<file path="src/rtl/crop_capture_ctrl_if.sv">
// Bundles the trigger, measurement, frame-timing and capture-handshake
// signals of crop_capture_ctrl. "master" is the controller's view and
// "slave" is the view of the surrounding logic that drives the controller.
interface crop_capture_ctrl_if;
    logic        iSTART;
    logic        iFVAL;
    logic        iMEAS_DONE;
    logic [15:0] iMEAS_Y;
    logic        iCAP_ACK;
    logic        oMEAS_EN;
    logic        oCAP_REQ;
    logic [15:0] oWIN_Y0;
    logic [15:0] oWIN_Y1;
    logic        oBUSY;
    logic        oDONE;
    logic        oERR;

    modport master (
        input  iSTART, iFVAL, iMEAS_DONE, iMEAS_Y, iCAP_ACK,
        output oMEAS_EN, oCAP_REQ, oWIN_Y0, oWIN_Y1, oBUSY, oDONE, oERR
    );

    modport slave (
        output iSTART, iFVAL, iMEAS_DONE, iMEAS_Y, iCAP_ACK,
        input  oMEAS_EN, oCAP_REQ, oWIN_Y0, oWIN_Y1, oBUSY, oDONE, oERR
    );
endinterface

</file>
<file path="src/rtl/crop_capture_ctrl.sv">
// crop_capture_ctrl: runs NUM_MEAS Y-end measurements, reduces them to one
// value, derives a vertical crop window and supervises a one-frame capture.
// Build option CROP_AVG_EN: reduce by truncating mean instead of maximum.
module crop_capture_ctrl #(
    parameter int NUM_MEAS = 4,
    parameter int MARGIN   = 8,
    parameter int WIN_H    = 240,
    parameter int FRAME_H  = 480,
    parameter int TIMEOUT  = 8
) (
    input  logic                 iCLK,
    input  logic                 iRST,
    crop_capture_ctrl_if.master  bus
);
    localparam int LOG2_N = $clog2(NUM_MEAS);
`ifdef CROP_AVG_EN
    localparam int ACC_W = 16 + LOG2_N;
`else
    localparam int ACC_W = 16;
`endif
    localparam int CNT_W = 5;
    localparam int TMO_W = $clog2(TIMEOUT + 1);
    localparam logic [16:0] Y_MAX    = 17'(FRAME_H - 1);
    localparam logic [15:0] WIN_SPAN = 16'(WIN_H - 1);

    typedef enum logic [2:0] {
        S_IDLE, S_SYNC, S_MEAS, S_CALC, S_REQ, S_CAP, S_FIN
    } state_t;

    state_t             state_reg, state_next;
    logic               fval_prev_reg;
    logic [CNT_W-1:0]   cnt_reg;
    logic [TMO_W-1:0]   tmo_reg;
    logic [ACC_W-1:0]   acc_reg;
    logic [15:0]        win_y0_reg, win_y1_reg;
    logic               err_reg;
    logic               cap_fs_reg;

    logic               frame_start, frame_end;
    logic [CNT_W-1:0]   cnt_inc;
    logic [TMO_W-1:0]   tmo_inc;
    logic [ACC_W-1:0]   acc_next;
    logic [15:0]        r_value;
    logic [16:0]        y1_sum;
    logic [15:0]        y1_value, y0_value;
    logic               run_start, take_sample, silent_fs;
    logic               load_win, set_err, cap_arm;

    assign frame_start = bus.iFVAL & ~fval_prev_reg;
    assign frame_end   = ~bus.iFVAL & fval_prev_reg;
    assign cnt_inc     = cnt_reg + CNT_W'(1);
    assign tmo_inc     = tmo_reg + TMO_W'(1);

`ifdef CROP_AVG_EN
    assign acc_next = acc_reg + ACC_W'(bus.iMEAS_Y);
    assign r_value  = 16'(acc_reg >> LOG2_N);
`else
    assign acc_next = (bus.iMEAS_Y > acc_reg) ? bus.iMEAS_Y : acc_reg;
    assign r_value  = acc_reg;
`endif

    // Window arithmetic: the margin add is done in 17 bits so a large
    // Y-end clamps to the last frame line instead of wrapping.
    assign y1_sum   = {1'b0, r_value} + 17'(MARGIN);
    assign y1_value = (y1_sum > Y_MAX) ? Y_MAX[15:0] : y1_sum[15:0];
    assign y0_value = (y1_value >= WIN_SPAN) ? (y1_value - WIN_SPAN) : 16'd0;

    // State register; reset withdraws any run immediately.
    always_ff @(posedge iCLK or negedge iRST) begin
        if (!iRST) begin
            state_reg <= S_IDLE;
        end else begin
            state_reg <= state_next;
        end
    end

    // Next-state logic plus single-cycle strobes for the datapath.
    always_comb begin
        state_next  = state_reg;
        run_start   = 1'b0;
        take_sample = 1'b0;
        silent_fs   = 1'b0;
        load_win    = 1'b0;
        set_err     = 1'b0;
        cap_arm     = 1'b0;
        unique case (state_reg)
            S_IDLE: begin
                if (bus.iSTART) begin
                    run_start  = 1'b1;
                    state_next = S_SYNC;
                end
            end
            S_SYNC: begin
                if (frame_start) state_next = S_MEAS;
            end
            S_MEAS: begin
                // A result coinciding with a frame start counts as a result,
                // so it takes priority over the silent-frame count.
                if (bus.iMEAS_DONE) begin
                    take_sample = 1'b1;
                    if (cnt_inc == CNT_W'(NUM_MEAS)) state_next = S_CALC;
                end else if (frame_start) begin
                    silent_fs = 1'b1;
                    if (tmo_inc == TMO_W'(TIMEOUT)) begin
                        set_err    = 1'b1;
                        state_next = S_FIN;
                    end
                end
            end
            S_CALC: begin
                if (r_value == 16'd0) begin
                    set_err    = 1'b1;
                    state_next = S_FIN;
                end else begin
                    load_win   = 1'b1;
                    state_next = S_REQ;
                end
            end
            S_REQ: begin
                if (bus.iCAP_ACK) state_next = S_CAP;
            end
            S_CAP: begin
                // Only a frame end that follows a frame start inside CAP
                // closes a complete captured frame.
                if (frame_start) cap_arm = 1'b1;
                else if (frame_end && cap_fs_reg) state_next = S_FIN;
            end
            S_FIN: begin
                state_next = S_IDLE;
            end
            default: begin
                state_next = S_IDLE;
            end
        endcase
    end

    // Frame-edge history, counters, accumulator, window and error flag.
    always_ff @(posedge iCLK or negedge iRST) begin
        if (!iRST) begin
            fval_prev_reg <= 1'b0;
            cnt_reg       <= '0;
            tmo_reg       <= '0;
            acc_reg       <= '0;
            win_y0_reg    <= '0;
            win_y1_reg    <= '0;
            err_reg       <= 1'b0;
            cap_fs_reg    <= 1'b0;
        end else begin
            fval_prev_reg <= bus.iFVAL;
            if (run_start) begin
                cnt_reg    <= '0;
                tmo_reg    <= '0;
                acc_reg    <= '0;
                err_reg    <= 1'b0;
                cap_fs_reg <= 1'b0;
            end
            if (take_sample) begin
                acc_reg <= acc_next;
                cnt_reg <= cnt_inc;
                tmo_reg <= '0;
            end else if (silent_fs) begin
                tmo_reg <= tmo_inc;
            end
            if (cap_arm) cap_fs_reg <= 1'b1;
            if (load_win) begin
                win_y0_reg <= y0_value;
                win_y1_reg <= y1_value;
            end
            if (set_err) err_reg <= 1'b1;
        end
    end

    assign bus.oMEAS_EN = (state_reg == S_MEAS);
    assign bus.oCAP_REQ = (state_reg == S_REQ);
    assign bus.oBUSY    = (state_reg != S_IDLE);
    assign bus.oDONE    = (state_reg == S_FIN);
    assign bus.oERR     = err_reg;
    assign bus.oWIN_Y0  = win_y0_reg;
    assign bus.oWIN_Y1  = win_y1_reg;
endmodule
</file>
<file path="src/flat_wrapper.sv">
// flat-port wrapper written by rule: the top's interface ports become plain ports
module crop_capture_ctrl_flat 
#(
    parameter int NUM_MEAS = 4,
    parameter int MARGIN   = 8,
    parameter int WIN_H    = 240,
    parameter int FRAME_H  = 480,
    parameter int TIMEOUT  = 8
)
  (iCLK, iRST, bus_iSTART, bus_iFVAL, bus_iMEAS_DONE, bus_iMEAS_Y, bus_iCAP_ACK, bus_oMEAS_EN, bus_oCAP_REQ, bus_oWIN_Y0, bus_oWIN_Y1, bus_oBUSY, bus_oDONE, bus_oERR);
  crop_capture_ctrl_if bus_i ();
  input  logic iCLK;
  input  logic iRST;
  input wire logic [$bits(bus_i.iSTART)-1:0] bus_iSTART;
  input wire logic [$bits(bus_i.iFVAL)-1:0] bus_iFVAL;
  input wire logic [$bits(bus_i.iMEAS_DONE)-1:0] bus_iMEAS_DONE;
  input wire logic [$bits(bus_i.iMEAS_Y)-1:0] bus_iMEAS_Y;
  input wire logic [$bits(bus_i.iCAP_ACK)-1:0] bus_iCAP_ACK;
  output wire logic [$bits(bus_i.oMEAS_EN)-1:0] bus_oMEAS_EN;
  output wire logic [$bits(bus_i.oCAP_REQ)-1:0] bus_oCAP_REQ;
  output wire logic [$bits(bus_i.oWIN_Y0)-1:0] bus_oWIN_Y0;
  output wire logic [$bits(bus_i.oWIN_Y1)-1:0] bus_oWIN_Y1;
  output wire logic [$bits(bus_i.oBUSY)-1:0] bus_oBUSY;
  output wire logic [$bits(bus_i.oDONE)-1:0] bus_oDONE;
  output wire logic [$bits(bus_i.oERR)-1:0] bus_oERR;
  assign bus_i.iSTART = bus_iSTART;
  assign bus_i.iFVAL = bus_iFVAL;
  assign bus_i.iMEAS_DONE = bus_iMEAS_DONE;
  assign bus_i.iMEAS_Y = bus_iMEAS_Y;
  assign bus_i.iCAP_ACK = bus_iCAP_ACK;
  assign bus_oMEAS_EN = bus_i.oMEAS_EN;
  assign bus_oCAP_REQ = bus_i.oCAP_REQ;
  assign bus_oWIN_Y0 = bus_i.oWIN_Y0;
  assign bus_oWIN_Y1 = bus_i.oWIN_Y1;
  assign bus_oBUSY = bus_i.oBUSY;
  assign bus_oDONE = bus_i.oDONE;
  assign bus_oERR = bus_i.oERR;
  crop_capture_ctrl #(.NUM_MEAS(NUM_MEAS), .MARGIN(MARGIN), .WIN_H(WIN_H), .FRAME_H(FRAME_H), .TIMEOUT(TIMEOUT)) u_core (.iCLK(iCLK), .iRST(iRST), .bus(bus_i));
endmodule
</file>
<file path="config.mk">
export PLATFORM = sky130hd
export DESIGN_NAME = crop_capture_ctrl_flat
export DESIGN_NICKNAME = d
export VERILOG_FILES = /design/src/rtl/crop_capture_ctrl_if.sv /design/src/rtl/crop_capture_ctrl.sv /design/src/flat_wrapper.sv
export SDC_FILE = /design/constraint.sdc
export NUM_CORES = 1
export LEC_CHECK = 0
export CAP_MARGIN = 5
export CORE_UTILIZATION = 32
export DETAILED_ROUTE_END_ITERATION = 10
export SYNTH_ARGS = -nofsm -noshare
export SYNTH_HDL_FRONTEND = slang
export SYNTH_SLANG_ARGS = --single-unit
export TNS_END_PERCENT = 30
</file>
<file path="constraint.sdc">
create_clock -name iCLK -period 3.91 [get_ports iCLK]
set_input_delay 0.5865 -clock iCLK [delete_from_list [all_inputs] [get_ports iCLK]]
set_output_delay 0.5865 -clock iCLK [all_outputs]
set_load 0.05 [all_outputs]
</file>
# After elaboration in Yosys (flattened, before gate mapping)
# Cells that the tools add are included.
# classes
addsub	4
magnitude_cmp	3
n_eq_ne	17
n_mux	39
bitwise_logic	4
n_reduce_logical	10
# ops
op	n
2-to-1 mux 16 bit	5
2-to-1 mux 3 bit	9
one-hot mux 3 bit (6 select lines)	1
adder 16 x 4 -> 17 bit, second input constant	1
> comparator 17 x 9 -> 1 bit, second input constant	1
2-to-1 mux 1 bit	17
greater-or-equal comparator 16 x 8 -> 1 bit, second input constant	1
> comparator 16 bit	1
logical NOT 16 bit	1
subtractor 16 x 8 -> 16 bit, second input constant	1
2-to-1 mux 4 bit	3
2-to-1 mux 5 bit	2
equality test 3 bit, second input constant	3
!= test 3 x 2 -> 1 bit, second input constant	3
!= test 2 bit, second input constant	4
AND reduction 8 bit	1
equality test 3 x 2 -> 1 bit, second input constant	2
nonzero test 2 bit	3
nonzero test 3 bit	2
adder 5 x 1 -> 5 bit, second input constant	1
equality test 5 x 3 -> 1 bit, second input constant	1
adder 4 x 1 -> 4 bit, second input constant	1
equality test 4 bit, second input constant	1
!= test 2 x 1 -> 1 bit, second input constant	2
8 further kinds	10
# word_totals
register_bits	63
inputBits	22
output_inout_bits	37
word_cells	86

# Longest topological paths before layout
# Gate-level depths: netlist of the first run.
# logic_depth
ltp_word	7
ltp_mapped	18
mapped_depth_nobuf	15

# Worst setup path after synthesis of the first run
# Ideal clock, no wire load.
# synth_path
path_kind	flip-flop to flip-flop
from	reg u_core.acc_reg[3]
to	reg u_core.win_y0_reg[2], in the netlist u_core.bus.oWIN_Y0[2]
setup_time_ps	70
arrival_ps	3507
t_required_ps	3840
slack_ps	334
stages_incl_launch_ff	19
path_buffers	3
synth_period_minus_slack_ps	3576
path_cell_list	dfrtp_1 buf_2 inv_1 ha_1 clkbuf_1 o21ai_0 nor2_1 nor2_1 o31ai_2 nor3_2 buf_2 nand2_1 ha_1 nand3b_1 nand2_1 nand4_1 a2111oi_0 or4b_1 nand3_1
# synth_between
elab_chain_len	5
word_cells_on_any_way	9
classes_between	add/sub: 2; order compare: 2; mux: 4; reduce/logical: 1
# synth_lines
item	line_no	source
start: declaration	crop_capture_ctrl.sv:34	logic [ACC_W-1:0] acc_reg;
start signal: assignment	crop_capture_ctrl.sv:158	acc_reg <= acc_next;
adder 16 x 4 -> 17 bit (*)	crop_capture_ctrl.sv:64	assign y1_sum = {1'b0, r_value} + 17'(MARGIN);
> comparator 17 x 9 -> 1 bit (*)	crop_capture_ctrl.sv:65	assign y1_value = (y1_sum > Y_MAX) ? Y_MAX[15:0] : y1_sum[15:0];
2-to-1 mux 16 bit (*)	crop_capture_ctrl.sv:65	
net u_core.y1_value[0]	crop_capture_ctrl.sv:45	logic [15:0] y1_value, y0_value;
subtractor 16 x 8 -> 16 bit or greater-or-equal comparator 16 x 8 -> 1 bit (tied branches)	crop_capture_ctrl.sv:66	assign y0_value = (y1_value >= WIN_SPAN) ? (y1_value - WIN_SPAN) : 16'd0;
2-to-1 mux 16 bit (*)	crop_capture_ctrl.sv:66	
end signal: assignment	crop_capture_ctrl.sv:166	win_y0_reg <= y0_value;
end: declaration	crop_capture_ctrl.sv:35	logic [15:0] win_y0_reg, win_y1_reg;
# Mark *: on every way through the listed nets, which the timed path passes. The rest lies on a longest branch.
# A chain may end at the register's enable or synchronous reset.

# Worst setup path in the final report of the first run
# layout_path
from	reg u_core.acc_reg[4]
to	reg u_core.win_y0_reg[2], in the netlist u_core.bus.oWIN_Y0[2]
# The elaborated chain is that of the path after synthesis.

==> run_results.csv, run 1 <==
group,metric,value,unit
clock_tree,cts_buffers,9,
synth,yosysMostFrequentCell,"dfrtp_1",
pwr,power.leakage,2.13,nW
placed_design,gp_congestion,0.849,
drt,wire_per_inst,15.9,um
drt,drtPass1Iterations,7,
worst_hold_path,hold_class,"in2async",
drt,final_antenna_net_count,0,
timing,fmax,280,MHz
drt,drcViolationCount,0,
drt,num_vias,3738,
global_routing,grt_usage,17.1,%
drt,via_per_inst,5.57,
critical_path,end_kind,"flop",
synth,yosysTopAreaCellShare,39.2,%
global_routing,antenna_found_initial,0,
timing,fin_tns_setup,0,ns
clock_tree,htreeDepth,3,
floorplan,initial_core_util,33.2,%
critical_path,startpoint,"u_core.acc_reg[4]",
synth,synth_commonest_cells,"63 x dfrtp_1, 38 x nand2_1, 35 x o211ai_1, 26 x nand3_1, 26 x nor2_1",
timing,drv_slew,0,
synth,yosysTopAreaCell,"dfrtp_1",
floorplan,die_w,114,um
global_routing,grt_pass1_vias,3523,
finish,diodes,0,
pwr,total_power,3.97,mW
clock_tree,cts-root-buf,"clkbuf_16",
critical_path,crit_arrival,3.83,ns
pwr,vdd_drop_max,0.335,mV
finish,fin_util,42.2,%
critical_path,worstReg2RegStart,"u_core.acc_reg[4]",
synth,synth_nets,493,
timing,fin_skew,0.00685,ns
synth,synthArstFlopShare,100,%
clock_tree,clkLatencyLatePin,0.33,ns
floorplan,core_area,12100,sq um
critical_path,cp-endpoint,"u_core.bus.oWIN_Y0[2]",
critical_path,rr_endpoint,"u_core.bus.oWIN_Y0[2]",
critical_path,cp.required,4.17,ns
timing,post-route-min-period,3.57,ns
global_routing,grt_max_degree,50,
timing,slew_headroom,27.2,%
clock_tree,path_clk_slew,0.06,ns
floorplan,num_rows,40,
pwr,p_per_area,778,nW/um^2
finish,drive_gt1_share,7.95,%
timing,rsz0062_at_grt,"no",
synth,netlist_area,4020,sq um
clock_tree,clock_path_buffers,2,
job,cap_violations,0,
run_status,status,"completed",
finish,nets,542,
synth,synth-seq-cells,63,
drt,drt_iter0_drc,303,
critical_path,rr_worst_depth,14,
synth,synth_cells,449,
clock_tree,cts_tree,"done",
critical_path,rrSetupSlack,0.34,ns
synth,yosys-top-cells-area,"dfrtp_1 39%, ha_1 6.8%, o211ai_1 6.5%",
synth,ys_seq_area_share,39.2,%
critical_path,critPathMaxFanout,10,
clock_tree,cts.hold.buffers_added,0,
placed_design,dp_hpwl,7.75,mm
placed_design,portBuffers,58,
synth,synth_edf_count,0,
global_routing,overflow,0,
clock_tree,cts_sinks,63,
timing,fin_crit_sh,91.3,%
drt,routed_wl,10.6,mm
floorplan,die-area,13000,sq um
finish,area_growth,26.9,%
floorplan,io_pins,59,
timing,finalHoldViolCount,0,
critical_path,start_kind,"flop",
global_routing,grt_first_pass_wirelength,17.7,mm
timing,setup_violations,0,
critical_path,path_class,"reg2reg",
timing,tightestPinTransition,1.09,ns
synth,ys_types,60,
synth,ys_warn_count,0,
synth,syn_avg_cell_area,8.96,sq um
synth,synth_ff_type,"dfrtp_1",
finish,nFillCells,1233,
floorplan,die_h,114,um
stage by stage:
stage	std cells	cell area, sq um	hold WS, ns	setup WS [ns]
detailed placement	655	4760	0.471	0.154
floorplan	449	4020	0.291	0.334
global route	671	5110	0.496	0.0237
global placement	655	4760	0.468	0.283
finish	671	5110	0.457	0.341
CTS	671	5100	0.488	0.140
worst max-delay path, stage by stage, from the launching register on:
cell and delay (ns):
dfrtp_1 0.50, ha_1 0.34, nand3_2 0.15, o21ai_0 0.20, a21oi_1 0.08, a21oi_1 0.41
nor3_2 0.16, nand2_1 0.13, ha_1 0.19, nand3b_1 0.10, nand2_1 0.08, nand4_1 0.15
a2111oi_0 0.44, or4b_1 0.47, nand3_1 0.08
cells in the final DEF (no fill, tap or decap), types with 7 or more instances in the layout:
| master | synthesis | layout |
|---|---|---|
| dfrtp_1 | 63 | 62 |
| clkdlybuf4s50_1 | 0 | 57 |
| nand2_1 | 38 | 38 |
| o211ai_1 | 35 | 35 |
| nand3_1 | 26 | 26 |
| nor2_1 | 26 | 25 |
| ha_1 | 22 | 22 |
| o21ai_0 | 20 | 20 |
| inv_1 | 18 | 18 |
| a32oi_1 | 18 | 18 |
| and3_1 | 16 | 16 |
| and2_1 | 14 | 14 |
| a21oi_1 | 13 | 13 |
| a31oi_1 | 10 | 10 |
| buf_4 | 1 | 10 |
| clkbuf_16 | 0 | 9 |
| nand4_1 | 8 | 8 |
| xnor2_1 | 7 | 7 |
| o21ai_1 | 7 | 7 |
worst min-delay path by stage:
stage | startpoint | endpoint | slack (ns) | cells past startpoint
global route | u_core.bus.oWIN_Y1[11] | u_core.bus.oWIN_Y1[11] | 0.50 | 1
CTS | u_core.bus.oWIN_Y1[10] | u_core.bus.oWIN_Y1[10] | 0.49 | 1
finish | iRST | u_core.bus.oWIN_Y0[8] | 0.46 | 1
floorplan | iRST | u_core.acc_reg[0] | 0.29 | 0
detailed placement | u_core.bus.oWIN_Y1[15] | u_core.bus.oWIN_Y1[15] | 0.47 | 1
global placement | u_core.bus.oWIN_Y0[12] | u_core.bus.oWIN_Y0[12] | 0.47 | 1
layout make-up:
class / count / area, sq um / share of cell area [%]
clock buffer: 10 / 239 / 4.68
sequential: 63 / 1580 / 30.9
timing repair buffer: 68 / 651 / 12.7
tap: 168 / 210 / 4.12
clock inverter: 6 / 92.6 / 1.81
multi-input combinational: 337 / 2260 / 44.4
inverter: 19 / 71.3 / 1.40
routing by layer:
metal	vias up	share of wire [%]	track usage, %
met2	122	43	24.3
li1	1792	-	-
met1	1810	50	25.3
met4	0	1.5	6.84
met5	-	0	0
met3	14	5.3	3.18
power breakdown:
part	internal, mW	switching, mW	total, mW
registers	0.828	0.273	1.10
logic	0.738	1.26	1.99
clock network	0.578	0.301	0.879
total	2.14	1.83	3.97
cell families (layout without fill, tap and decap cells):
family | after synthesis | in the layout | share of synthesized area [%]
flops | 63 | 63 | 39.2
compound gates | 135 | 135 | 24.2
xor+xnor | 12 | 12 | 2.61
simple gates | 168 | 168 | 22.3
fa+ha+maj | 22 | 22 | 6.84
buf+inv | 49 | 103 | 4.91
repair_timing:
item | CTS | global route
setup endpoints to repair | 0 | 3
gates resized for setup | 0 | 3
setup buffers | 0 | 0
(Power assumes the default switching activity.)
==> run 2, diff against run 1 <==
- CORE_UTILIZATION: 32 -> 50
- PLACE_DENSITY: default -> 0.74
==> run_results.csv, run 2 (synthesis results as in run 1) <==
group,metric,value,unit
critical_path,cpMostUsedCell,"nand2_1",
clock_tree,htreeDepth,3,
timing,fin_crit_sh,92.1,%
global_routing,antenna_found_initial,0,
drt,drcViolationCount,0,
floorplan,initial_core_util,51.8,%
floorplan,core_area,7770,sq um
global_routing,grt_pass1_vias,3618,
pwr,p_int,1.87,mW
critical_path,crit_arrival,3.77,ns
timing,drv_slew,0,
timing,fmax,278,MHz
critical_path,cp.required,4.08,ns
critical_path,path_class,"reg2reg",
drt,via_per_inst,6.17,
placed_design,gp_congestion,0.912,
clock_tree,cts_resized,0,
global_routing,grt_first_pass_wirelength,17.3,mm
critical_path,path_buf_inv,0,
clock_tree,clkLatencyLatePin,0.34,ns
global_routing,grt_usage,25.6,%
timing,layout_setup_ws,0.310,ns
critical_path,crit_family,"simple AND/OR/NAND/NOR gates",
pwr,vdd_drop_max,0.306,mV
timing,finalHoldViolCount,0,
timing,setup_violations,0,
drt,routed_wl,10.1,mm
timing,fin_skew,0.00560,ns
pwr,p_comb_share,55.7,%
worst_hold_path,hold_class,"in2async",
drt,drtPass1Iterations,5,
placed_design,dp_hpwl,7.33,mm
critical_path,critical-path-max-stage-delay,0.54,ns
job,cap_violations,0,
floorplan,die_w,91.7,um
timing,post-route-min-period,3.60,ns
finish,final_cell_mix,"62 x dfrtp_1, 57 x clkdlybuf4s50_1, 38 x nand2_1",
finish,nets,543,
finish,fin_util,63.2,%
floorplan,die-area,8410,sq um
clock_tree,postCtsSetupBuffers,0,
global_routing,overflow,0,
critical_path,path_cells,"ha_2 > nand3_2 > or4_1 > o311ai_1 > o31ai_4 > nor3_4 > nand2_1 > ha_1 > nand3b_1 > nand2_1 > nand4_1 > nand2_1 > o41ai_1 > o21ai_0",
floorplan,num_rows,32,
finish,final_common_cell,"dfrtp_1",
critical_path,start_kind,"flop",
pwr,clkPwrFrac,14.8,%
clock_tree,clock_path_buffers,2,
pwr,p_sw_share,49.0,%
drt,drt_iter0_drc,265,
finish,drive_gt1_share,8.33,%
placed_design,dpl.cell_count,590,
drt,final_antenna_net_count,0,
clock_tree,path_clk_slew,0.07,ns
finish,area_growth,22.0,%
drt,wire_per_inst,16.7,um
clock_tree,cts_sinks,63,
clock_tree,cts_buffers,9,
floorplan,io_pins,59,
run_status,status,"completed",
clock_tree,cts_tree,"done",
clock_tree,cts.hold.buffers_added,0,
pwr,power.leakage,2.09,nW
finish,final_cells,606,
placed_design,portBuffers,58,
drt,num_vias,3740,
global_routing,grt_max_degree,41,
critical_path,critPathMaxFanout,10,
timing,tightestPinTransition,1.03,ns
critical_path,cp_slowest_cell,"or4_1",
critical_path,end_kind,"flop",
timing,slew_headroom,31.2,%
pwr,p_per_area,748,nW/um^2
pwr,p_switching,1.80,mW
pwr,p_seq_share,29.5,%
placed_design,place_ws,0.173,ns
finish,diodes,0,
clock_tree,cts-root-buf,"clkbuf_8",
floorplan,die_h,91.7,um
run 2: cell type report:
type / count / area, sq um
fill: 665 / 2860
multi-input combinational: 337 / 2290
sequential: 63 / 1580
timing repair buffer: 69 / 658
clock buffer: 10 / 128
tap: 102 / 128
inverter: 19 / 71.3
clock inverter: 6 / 61.3
run 2: worst paths after layout:
kind / start / end / slack [ns] / cells past startpoint
max in group asynchronous: iRST / u_core.cnt_reg[1] / 2.69 / 2
min in group iCLK: u_core.bus.oWIN_Y1[15] / u_core.bus.oWIN_Y1[15] / 0.48 / 1
hold / removal: iRST / u_core.bus.oWIN_Y0[11] / 0.37 / 1
setup / recovery: u_core.acc_reg[4] / u_core.bus.oWIN_Y0[1] / 0.31 / 14
hold reg to reg: u_core.bus.oWIN_Y1[15] / u_core.bus.oWIN_Y1[15] / 0.48 / 1
setup reg to reg: u_core.acc_reg[4] / u_core.bus.oWIN_Y0[1] / 0.31 / 14
run 2: layer usage:
metal	global-route usage, %	share of wire, %	up-vias
met5	0	0	-
met4	10.9	2.2	0
met3	5.31	6.7	19
met2	40.0	46	157
met1	34.4	45	1762
li1	-	-	1802
run 2: per-stage QoR:
step | hold WS, ns | area [sq um] | setup TNS, ns | power (mW)
after floorplan | 0.291 | 4020 | 0 | 2.51
after global placement | 0.467 | 4690 | 0 | 3.03
after detailed placement | 0.471 | 4690 | 0 | 3.09
after CTS | 0.390 | 4880 | 0 | 3.63
after global routing | 0.440 | 4910 | -0.0184 | 3.94
final | 0.366 | 4910 | 0 | 3.67
run 2: power by group through the flow:
stage	clock [mW]	combinational, mW	sequential (mW)
final	0.542	2.04	1.08
after global routing	0.574	2.25	1.12
after CTS	0.551	2.00	1.08
after detailed placement	0	2.00	1.09
after global placement	0	1.95	1.08
after floorplan	0	1.33	1.18
==> run 3, diff against run 2 <==
- CTS_CLUSTER_DIAMETER: default -> 120
==> results of run 3 <==
Same layout as run 2: the final DEF is identical, and so are final timing and power.
